===== src/rtl/i_fetch.sv =====
// ---------------------------------------------------------------------------
// i_fetch : instruction fetch unit for the bfcpu core
//
// Fetches opcode bytes from instruction memory one request at a time,
// buffers them with their PC in a small prefetch FIFO, and presents the
// FIFO head to the decoder through a valid/ready handshake. The decoder
// can redirect fetch when it resolves a '[' or ']' jump.
//
// Parameters
//   i_addr_width  width of the PC and of i_addr
//   fifo_depth    prefetch FIFO entries (power of two, >= 2)
//   reset_pc      first fetch address after reset
//
// Ports
//   clk, rst                    clock, synchronous active-high reset
//   redirect, redirect_addr     decoder jump: restart fetch at redirect_addr
//   instr_valid/data/pc         FIFO head presented to the decoder
//   instr_ready                 decoder pops the head when valid && ready
//   halted                      fetch stopped on a 0x00 byte
//   i_req, i_addr               request port to instruction memory
//   i_ack, i_rdata              memory acknowledge and fetched byte
//
// Build option
//   IFETCH_HALT_ON_ZERO_EN  when defined, an acked 0x00 byte is not
//   buffered; fetch stops in HALT until redirect or reset. When undefined,
//   0x00 is an ordinary byte and halted is tied low.
// ---------------------------------------------------------------------------
module i_fetch #(
  parameter int                      i_addr_width = 16,
  parameter int                      fifo_depth   = 4,
  parameter logic [i_addr_width-1:0] reset_pc     = '0
) (
  input  logic                    clk,
  input  logic                    rst,
  input  logic                    redirect,
  input  logic [i_addr_width-1:0] redirect_addr,
  output logic                    instr_valid,
  output logic [7:0]              instr_data,
  output logic [i_addr_width-1:0] instr_pc,
  input  logic                    instr_ready,
  output logic                    halted,
  output logic                    i_req,
  output logic [i_addr_width-1:0] i_addr,
  input  logic                    i_ack,
  input  logic [7:0]              i_rdata
);

  localparam int ptr_w = $clog2(fifo_depth);
  localparam int cnt_w = ptr_w + 1;

  localparam logic [cnt_w-1:0]        depth_c = cnt_w'(fifo_depth);
  localparam logic [cnt_w-1:0]        cnt_one = cnt_w'(1);
  localparam logic [ptr_w-1:0]        ptr_one = ptr_w'(1);
  localparam logic [i_addr_width-1:0] pc_one  = i_addr_width'(1);

  typedef enum logic [1:0] {
    IDLE,
    REQ,
    BUBBLE,
    HALT
  } state_t;

  state_t state;
  state_t next_state;

  logic [7:0]              fifo_data [fifo_depth];
  logic [i_addr_width-1:0] fifo_pc   [fifo_depth];
  logic [ptr_w-1:0]        wr_ptr;
  logic [ptr_w-1:0]        rd_ptr;
  logic [cnt_w-1:0]        count;
  logic [cnt_w-1:0]        count_next;
  logic [i_addr_width-1:0] fetch_pc;

  logic accept;
  logic push;
  logic pop;
`ifdef IFETCH_HALT_ON_ZERO_EN
  logic halt_set;
  logic halted_q;
`endif

  // State register for the fetch sequencer.
  always_ff @(posedge clk) begin
    if (rst) begin
      state <= IDLE;
    end else begin
      state <= next_state;
    end
  end

  // Next-state and request logic. Acks only count while a request is
  // actually being driven, so acks arriving in IDLE/BUBBLE/HALT (stale
  // responses to abandoned or completed requests) are ignored. The space
  // decision uses the registered count adjusted by this edge's push and
  // pop, so instr_ready never reaches i_req combinationally (i_req is a
  // pure decode of the state register).
  always_comb begin
    accept     = (state == REQ) && i_ack && !redirect;
    push       = accept;
`ifdef IFETCH_HALT_ON_ZERO_EN
    halt_set   = accept && (i_rdata == 8'h00);
    push       = accept && (i_rdata != 8'h00);
`endif
    pop        = (count != '0) && instr_ready && !redirect;
    count_next = count;
    i_req      = (state == REQ);
    next_state = state;

    case ({push, pop})
      2'b10:   count_next = count + cnt_one;
      2'b01:   count_next = count - cnt_one;
      default: count_next = count;
    endcase

    if (redirect) begin
      next_state = BUBBLE;
    end else begin
      case (state)
        IDLE: begin
          if (count_next < depth_c) next_state = REQ;
        end
        REQ: begin
          if (count_next >= depth_c) next_state = IDLE;
`ifdef IFETCH_HALT_ON_ZERO_EN
          if (halt_set) next_state = HALT;
`endif
        end
        BUBBLE: begin
          next_state = REQ;
        end
`ifdef IFETCH_HALT_ON_ZERO_EN
        HALT: begin
          next_state = HALT;
        end
`endif
        default: begin
          next_state = IDLE;
        end
      endcase
    end
  end

  // Fetch PC and FIFO bookkeeping. A redirect wipes the FIFO and discards
  // both the ack and the pop of its own cycle. The PC wraps silently.
  always_ff @(posedge clk) begin
    if (rst) begin
      fetch_pc <= reset_pc;
      wr_ptr   <= '0;
      rd_ptr   <= '0;
      count    <= '0;
    end else if (redirect) begin
      fetch_pc <= redirect_addr;
      wr_ptr   <= '0;
      rd_ptr   <= '0;
      count    <= '0;
    end else begin
      if (push) begin
        wr_ptr   <= wr_ptr + ptr_one;
        fetch_pc <= fetch_pc + pc_one;
      end
      if (pop) begin
        rd_ptr <= rd_ptr + ptr_one;
      end
      count <= count_next;
    end
  end

  // FIFO storage. No reset needed: entries are only observable while
  // count says they are valid.
  always_ff @(posedge clk) begin
    if (push) begin
      fifo_data[wr_ptr] <= i_rdata;
      fifo_pc[wr_ptr]   <= fetch_pc;
    end
  end

`ifdef IFETCH_HALT_ON_ZERO_EN
  // Halt flag: set by a zero opcode, cleared only by redirect or reset.
  always_ff @(posedge clk) begin
    if (rst) begin
      halted_q <= 1'b0;
    end else if (redirect) begin
      halted_q <= 1'b0;
    end else if (halt_set) begin
      halted_q <= 1'b1;
    end
  end

  assign halted = halted_q;
`else
  assign halted = 1'b0;
`endif

  // Decoder-facing outputs come straight from FIFO registers; they are
  // forced to zero when empty so reset leaves them at zero.
  always_comb begin
    instr_valid = (count != '0);
    instr_data  = 8'h00;
    instr_pc    = '0;
    if (instr_valid) begin
      instr_data = fifo_data[rd_ptr];
      instr_pc   = fifo_pc[rd_ptr];
    end
  end

  assign i_addr = fetch_pc;

endmodule


===== config.mk =====
export PLATFORM = sky130hd
export DESIGN_NAME = i_fetch
export DESIGN_NICKNAME = d
export VERILOG_FILES = /design/src/rtl/i_fetch.sv
export SDC_FILE = /design/constraint.sdc
export NUM_CORES = 1
export LEC_CHECK = 0
export CORE_MARGIN = 4
export CORE_UTILIZATION = 33
export CTS_CLUSTER_DIAMETER = 60
export DETAILED_ROUTE_END_ITERATION = 8
export PLACE_DENSITY_LB_ADDON = 0.15
export SYNTH_ARGS = -nofsm -noshare
export SYNTH_HDL_FRONTEND = slang
export SYNTH_SLANG_ARGS = --single-unit
export TNS_END_PERCENT = 50

===== constraint.sdc =====
create_clock -name clk -period 2.3 [get_ports clk]
set_clock_uncertainty 0.2 [all_clocks]
set_input_delay 0.23 -clock clk [delete_from_list [all_inputs] [get_ports clk]]
set_output_delay 0.23 -clock clk [all_outputs]
set_load 0.01 [all_outputs]

Yosys cells after proc, flatten, opt, wreduce, memory -nomap -nowiden
Memory sizes are Yosys's and may differ from the RTL's. A register that Yosys moved wholly into a read port is not among the register bits. Index checks and enable logic that the tools add are counted.

Reduce and logical (&&, ||, !) cells: 11. Magnitude comparators: 2. Muxes and demuxes: 15. Equality and inequality tests: 8. $add $sub $neg: 5.

Operator list (count): 2-to-1 mux 16 bit (3); adder 16 x 1 -> 16 bit (second input constant) (1); 2-to-1 mux 2 bit (7); 2-to-1 mux 8 bit (1); case mux 2 bit (3 select lines) (1); case mux 3 bit (2 select lines) (1); adder 2 x 1 -> 2 bit (second input constant) (2); equality test 2 x 1 -> 1 bit (second input constant) (2); equality test 2 bit (second input constant) (2); logical AND 1 bit (4); AND reduction 2 bit (2); adder 3 x 1 -> 3 bit (second input constant) (1); >= comparator 3 bit (second input constant) (1); < comparator 3 bit (second input constant) (1); != test 3 x 2 -> 1 bit (second input constant) (1); != test 3 bit (second input constant) (1); nonzero test 3 bit (1); subtractor 3 x 1 -> 3 bit (second input constant) (1); logical NOT 2 bit (1); 2-to-1 mux 1 bit (2); != test 2 x 1 -> 1 bit (second input constant) (1); != test 2 bit (second input constant) (1); nonzero test 2 bit (1); OR reduction 2 bit (1); logical NOT 1 bit (1).

Word-level logic and storage cells: 49. Memories kept: 2. Output and inout bits: 43. Flip-flop bits (word level): 25. Bits in writable memories: 96.

Memories: fifo_pc (words 4, bits a word 16, rd ports 1, clocked after Yosys merged registers in 1, write ports 1, RTL line 67) `logic [i_addr_width-1:0] fifo_pc [fifo_depth];`; fifo_data (words 4, bits a word 8, rd ports 1, clocked after Yosys merged registers in 1, write ports 1, RTL line 66) `logic [7:0] fifo_data [fifo_depth];`.

Logic depth before layout (Yosys ltp)
Gate-level depths: netlist of the first run.

Depth in word-level cells: 9. Mapped depth: 10. Depth with buffers taken out: 9.

Worst setup path after synthesis of the first run
No wires, ideal clock.

Path kind: reg2reg. Start: reg count[1]. End: reg state[0]. Path slack: -0.047 ns. Stages on the path, launching flop included: 9. Arrival time: 2.033 ns. Period minus slack after synthesis: 2.347 ns. Buffers on the path: 0. Path through: dfxtp_1 -> nor3_1 -> nor3b_1 -> ha_1 -> fa_1 -> xnor2_1 -> nor2_1 -> xnor2_1 -> a21o_1.

Word-level cells in the longest chain between the ends: 8. Elaborated cells on any way between the ends: 13.

Ends and longest elaborated chain: start: declaration (RTL line 70) `logic [cnt_w-1:0] count;`; start signal: assignment (RTL line 164) `count <= count_next;`; nonzero test 3 bit * (RTL line 104) `pop = (count != '0) && instr_ready && !redirect;`; logical AND 1 bit * (2 in series) (RTL line 104); via pop (RTL line 76) `logic pop;`; equality test 2 x 1 -> 1 bit / equality test 2 bit (equally long branches) (RTL line 109) `case ({push, pop})`; case mux 3 bit (2 select lines) * (RTL line 109); < comparator 3 bit / >= comparator 3 bit (equally long branches) (RTL line 120, 123); != test 2 bit (no line) / != test 2 x 1 -> 1 bit (equally long branches); AND reduction 2 bit (no line) *; end signal: assignment (RTL line 87) `state <= next_state;`; end: declaration (RTL line 63) `state_t state;`.

Mark *: on every way through the listed nets, which the timed path passes. The rest lies on a longest branch. A chain may end at the register's enable or synchronous reset.

==> out/summary.txt, run 1 <==
post-layout util -> 45.9%
Die H -> 134 um
fin. max-slew vios -> 0
Synth Area per Inst -> 16.0 um2
crit path launch type -> register
Root Buffer -> clkbuf_16
wire length per cell -> 16.1 um
Post-Syn Area -> 5240 um2
Synth Instances -> 328
# port buffers -> 70
Synth Area in XOR/XNOR -> 2.68%
Fillers -> 1,348
post-route ant nets -> 0
Synth cell types -> 46
asr flop ratio synth -> 0%
initial antenna violation count -> 0
path category of the worst min-delay check -> in2reg
failing checks -> negative setup slack
DIE AREA -> 17,900 um2
gr ovfl total -> 0
CTS tree -> yes
starting DRC count in detailed routing -> 186
num rows -> 45
IO Pins -> 72
largest family of logic cells by synthesized area -> multiplexers
drt drc -> 0
post-synthesis mux area share -> 11.7%
GRT Overall Usage -> 12.8%
CP Max Fanout -> 6
CTS sink count -> 123
critical path data arrival time -> 1.89 ns
total CTS buffers -> 17
Clock transition at path regs -> 0.05 ns
RSZ-0062 raised after global routing -> true
post-route setup slack -> -0.0189 ns
leakage -> 2.65 nW
fmax -> 431 MHz
GP Congestion -> 0.724
post-detail-place hpwl -> 6660 um
critical path capture point type -> primary output
#FFs+latches synth -> 123
drt pass-1 iters -> 4
crit path kind -> reg2out
area grow syn2layout -> 34.6%
largest net degree at the start of global routing -> 34
Synth Net Count -> 364
hold_buf cts -> 0
power per cell area -> 747 nW/um2
post-synthesis adder-cell area fraction -> 1.82%
Seq/Total Area, Yosys -> 65.4%
status -> complete, but fails checks
post-route cell area -> 7050 um2
n_diodes -> 0
fin crit share -> 101%
detailed-route via count -> 2,986
Final Hold Fails -> 0
Peak VDD IR -> 0.520 mV
fin crit period -> 2.32 ns
Setup Viol. Count Final -> 5
YS warnings -> 0
number of global-route vias before repair -> 3,170
first-pass GRT wire length -> 17,100 um
WP data required -> 1.87 ns
Simple-Gate Fraction of Synth Area -> 11.3%
share of post-route cells with drive strength above 1 -> 28.4%
fin nets -> 473
Core Box Area -> 15,400 um2
H-tree Lvls -> 4
starting density of the core -> 34.1%
most common cell after layout, fill and taps aside -> edfxtp_1
Post-Route WL -> 10,700 um
placed cell area -> 6400 um2
complex-gate fraction of the synthesized area -> 3.66%
main flop type after synthesis -> edfxtp_1
max cap viols -> 0
Hold Slack -> 0.189 ns
via/cell ratio -> 4.52
commonest cells after routing, fill and taps aside -> edfxtp_1, clkdlybuf4s50_1, dfxtp_1, mux4_2, buf_2
clock buffer depth -> 2
worst-skew pair later-pin latency -> 0.41 ns
Post-synth EDFFs -> 96
die width -> 134 um
==> state kept, by name (all words and copies together) (netlist names), named ones only <==
register,count
fifo_pc,64
fifo_data,32
i_addr,16
count,3
rd_ptr,2
state,2
wr_ptr,2
==> report_power, final <==
part           leakage [nW]  internal [mW]  switching [mW]
registers              1.09           2.43          0.0355
logic                  1.28          0.143           0.117
clock network         0.275           1.67           0.872
==> through the flow <==
step           total power [mW]  worst slack, ns  std cells  TNS, ns
3_3_place_gp               2.77           -0.117        618   -0.192
2_1_floorplan              2.62          0.00344        328        0
5_1_grt                    5.47           -0.106        661   -0.815
3_5_place_dp               2.77           -0.154        618   -0.268
6_report                   5.27          -0.0189        661  -0.0608
4_1_cts                    5.35          -0.0809        660   -0.551
==> cell families after synthesis <==
logic type                 after synthesis
buffers and inverters                   38
muxes                                   31
AOI/OAI and AO/OA                       29
and+or+nand+nor                         83
xor gates and xnor gates                16
adders and majority gates                7
other                                    1
DFF                                    123
==> cell usage after synthesis (all sizes together), types with 2 or more instances <==
| master | n | area share [%] |
|---|---|---|
| nor4 | 7 | 2.1 |
| nor2b | 10 | 1.2 |
| clkbuf | 6 | 0.43 |
| edfxtp | 96 | 55 |
| o21ai | 3 | 0.29 |
| xnor2 | 8 | 1.3 |
| and2 | 4 | 0.48 |
| or3 | 2 | 0.24 |
| o21a | 8 | 1.1 |
| xor2 | 8 | 1.3 |
| and2b | 16 | 2.3 |
| mux2i | 6 | 1.1 |
| inv | 20 | 1.4 |
| nand4 | 3 | 0.76 |
| nor3 | 7 | 0.67 |
| nand3 | 3 | 0.29 |
| a21o | 3 | 0.43 |
| a21oi | 12 | 1.2 |
| nand2 | 6 | 0.43 |
| dfxtp | 27 | 10 |
| mux4 | 24 | 10 |
| ha | 6 | 1.4 |
| buf | 12 | 1.5 |
| nor2 | 16 | 1.1 |
| nor3b | 2 | 0.29 |
==> layout make-up <==
type                    instances  area (um2)  share of cell area [%]
clock buffers                  25         485                    6.89
inverters                      20        75.1                    1.07
clock inverters                 7        88.8                    1.26
flip-flops and latches        123        3430                    48.6
well taps                     211         264                    3.75
multi-input cells             167        1650                    23.5
repair buffers                108        1050                    14.9
==> worst paths after layout <==
path,startpoint,end,slack [ns],cells past startpoint
setup reg to reg,count[1],state[0],0.19,8
hold / removal,redirect_addr[4],i_addr[4],0.19,3
setup / recovery,register,instr_pc[2],-0.02,6
hold reg to reg,rd_ptr[1],rd_ptr[1],0.32,2
==> layer usage <==
layer  track usage [%]  part of all wire [%]
met1              15.8                    46
met2              20.3                    47
met4              4.97                   1.5
met5                 0                     0
met3              4.95                   5.6
==> critical path, stage by stage (launching register included) <==
cell     delay [ns]
dfxtp_4        0.36
buf_12         0.11
buf_12         0.12
buf_6          0.10
mux4_2         0.47
and2b_1        0.19
buf_2          0.14
==> repair_timing <==
action | CTS | global route
resized for setup | 98 | 14
endpoints found under the setup margin | 24 | 19
cloned | 1 | 0
setup buffers | 9 | 1
No activity file was read; power rests on OpenSTA's default activity.
==> run 2, diff against run 1 <==
--- a/config.mk
+++ b/config.mk
@@ -5,6 +5,7 @@
 export SDC_FILE = /design/constraint.sdc
 export NUM_CORES = 1
 export LEC_CHECK = 0
+export CAP_MARGIN = 20
 export CORE_MARGIN = 4
 export CORE_UTILIZATION = 33
 export CTS_CLUSTER_DIAMETER = 60
==> results of run 2 <==
Same layout as run 1: the final DEF is identical, and so are final timing and power.
==> run 3, diff against run 2 <==
--- a/config.mk
+++ b/config.mk
@@ -7,7 +7,7 @@
 export LEC_CHECK = 0
 export CAP_MARGIN = 20
 export CORE_MARGIN = 4
-export CORE_UTILIZATION = 33
+export CORE_UTILIZATION = 29
 export CTS_CLUSTER_DIAMETER = 60
 export DETAILED_ROUTE_END_ITERATION = 8
 export PLACE_DENSITY_LB_ADDON = 0.15
==> run 3 against run 2 <==
The flow now finishes without violations. Wire length is 3.7% higher. Non-clock buffer count shrank 3. Die area up 13%. Final cell count increased by 1.2%. Via count fell by 0.77%. Clock power fell by 13%. Worst setup slack gained 0.069 ns. Design area is 1.9% lower. Combinational power rose by 4%. Sequential share of layout area grew 0.95 points. Sequential cell count did not move. Critical path depth down 2. Largest cell class unchanged. Largest power group is now registers. Highest routed layer unchanged.
==> out/summary.txt, run 3 (same netlist as run 1, synthesis figures left out) <==
status -> completed (was complete, but fails checks)
Core Box Area -> 17,500 um2 (was 15,400 um2)
n_diodes -> 0 (unchanged)
WP data required -> 1.87 ns (about the same)
fmax -> 445 MHz (was 431 MHz)
num rows -> 48 (was 45)
area grow syn2layout -> 32.1% (was 34.6%)
Setup Viol. Count Final -> 0 (was 5)
IO Pins -> 72 (unchanged)
post-route cell area -> 6910 um2 (was 7050 um2)
Fillers -> 1,623 (was 1,348)
critical path capture point type -> primary output (unchanged)
final setup TNS -> 0 ns (was -0.0608 ns)
GP Congestion -> 0.712 (was 0.724)
wire length per cell -> 16.5 um (was 16.1 um)
power per cell area -> 713 nW/um2 (was 747 nW/um2)
number of global-route vias before repair -> 3,118 (was 3,170)
path category of the worst min-delay check -> in2reg (unchanged)
post-detail-place hpwl -> 7040 um (was 6660 um)
most common cell after layout, fill and taps aside -> edfxtp_1 (unchanged)
H-tree Lvls -> 4 (unchanged)
Power Total -> 4.93 mW (was 5.27 mW)
Root Buffer -> clkbuf_16 (unchanged)
Final Hold Fails -> 0 (unchanged)
reg2reg start -> state[1] (was count[1])
post-route setup slack -> 0.0503 ns (was -0.0189 ns)
Most flops, register -> fifo_pc (unchanged)
post-route ant nets -> 0 (unchanged)
max cap viols -> 0 (unchanged)
pre-CTS setup slack -> -0.159 ns (was -0.154 ns)
largest net degree at the start of global routing -> 34 (unchanged)
drt drc -> 0 (unchanged)
drt pass-1 iters -> 4 (unchanged)
Multi-input gate area -> 1650 um2 (about the same)
Hold EP -> i_addr[6] (was i_addr[4])
cell count after placement -> 634 (was 618)
Post-Route WL -> 11,000 um (was 10,700 um)
DIE AREA -> 20,300 um2 (was 17,900 um2)
Die H -> 142 um (was 134 um)
crit path kind -> reg2out (unchanged)
critical path data arrival time -> 1.82 ns (was 1.89 ns)
first-pass GRT wire length -> 17,500 um (was 17,100 um)
CP Max Fanout -> 7 (was 6)
detailed-route via count -> 2,963 (was 2,986)
clock buffer depth -> 2 (unchanged)
starting density of the core -> 30.0% (was 34.1%)
final cell count without fillers -> 669 (was 661)
gr ovfl total -> 0 (unchanged)
worst-skew pair later-pin latency -> 0.40 ns (was 0.41 ns)
Clock transition at path regs -> 0.05 ns (about the same)
fin. max-slew vios -> 0 (unchanged)
CTS tree -> yes (unchanged)
starting DRC count in detailed routing -> 134 (was 186)
crit path launch type -> register (unchanged)
fin nets -> 470 (was 473)
share of post-route cells with drive strength above 1 -> 27.0% (was 28.4%)
leakage -> 2.61 nW (was 2.65 nW)
Peak VDD IR -> 0.504 mV (was 0.520 mV)
R2R cell count -> 9 (was 8)
placed cell area -> 6430 um2 (was 6400 um2)
reg2reg setup slack -> 0.16 ns (was 0.19 ns)
Register Area -> 3430 um2 (unchanged)
initial antenna violation count -> 0 (unchanged)
via/cell ratio -> 4.43 (was 4.52)
# port buffers -> 70 (unchanged)
hold_buf cts -> 0 (unchanged)
fin crit share -> 97.8% (was 101%)
GRT Overall Usage -> 11.7% (was 12.8%)
fin crit period -> 2.25 ns (was 2.32 ns)
total CTS buffers -> 17 (unchanged)
CTS sink count -> 123 (unchanged)
RSZ-0062 raised after global routing -> true (unchanged)
max FFs per register -> 64 (unchanged)
commonest cells after routing, fill and taps aside -> edfxtp_1, clkdlybuf4s50_1, dfxtp_1, mux4_2, buf_4 (was edfxtp_1, clkdlybuf4s50_1, dfxtp_1, mux4_2, buf_2)
reg2reg end -> state[0] (unchanged)
hold wc startpoint -> redirect_addr[6] (was redirect_addr[4])
die width -> 142 um (was 134 um)
hold path depth -> 3 (unchanged)
## run 3: changes by cell type in the layout (fill, tap and decap cells not counted), sizes merged, moves of 2 or more
cell / previous run / this run
buf: 61 / 53
bufinv: 2 / 0
clkbuf: 26 / 19
clkdlybuf4s15: 0 / 4
clkinv: 3 / 11
clkinvlp: 2 / 0
## run 3: final cells by class
class	instances	share of cell area, %
Clock buffer	18	6.21
Clock inverter	11	0.851
Inverter	20	1.09
Multi-Input combinational cell	167	23.8
Sequential cell	123	49.6
Tap cell	225	4.07
Timing Repair Buffer	105	14.4
## run 3: power breakdown
part	internal (mW)	leakage [nW]	switching, mW	total, mW
registers	2.43	1.09	0.0331	2.46
logic	0.146	1.27	0.125	0.270
clock network	1.33	0.247	0.866	2.20
total	3.90	2.61	1.02	4.93
## run 3: routing by layer
layer / part of all wire, % / vias up / global-route usage [%] / routed length, um
met1: 47 / 1458 / 15.6 / 5240
met4: 0.90 / 0 / 4.35 / 99
met5: 0 / - / 0 / 0
met3: 4.6 / 9 / 4.27 / 506
met2: 47 / 60 / 17.8 / 5200
li1: - / 1436 / - / -
## run 3: worst max-delay path: stages, from the launching register on
cell and delay [ns]:
dfxtp_4 0.38, buf_12 0.14, mux4_2 0.51, nor2b_1 0.16, clkdlybuf4s15_2 0.23
## run 3: repair_timing
action	4_1_cts	5_1_grt
pin swaps	0	1
buffers inserted	7	1
gates cloned	1	0
endpoints found under the hold margin	0	0
setup endpoints to repair	24	18
resized for setup	88	13
## run 3: worst max path at each step
stage                         endpoint  slack (ns)  depth (start not counted)
final                     instr_pc[12]        0.05                          4
after CTS                  instr_pc[6]       -0.15                          5
after global placement        state[0]       -0.13                         10
after floorplan               state[0]       0.003                         10
after global routing       instr_pc[0]       -0.03                          5
after detailed placement      state[0]       -0.16                         10
## run 3: stage by stage
stage          utilization [%]  hold slack, ns
5_1_grt                   39.6           0.193
3_5_place_dp              36.8           0.315
2_1_floorplan                -           0.129
6_report                  39.6           0.194
4_1_cts                   39.7           0.175
3_3_place_gp              36.8           0.314
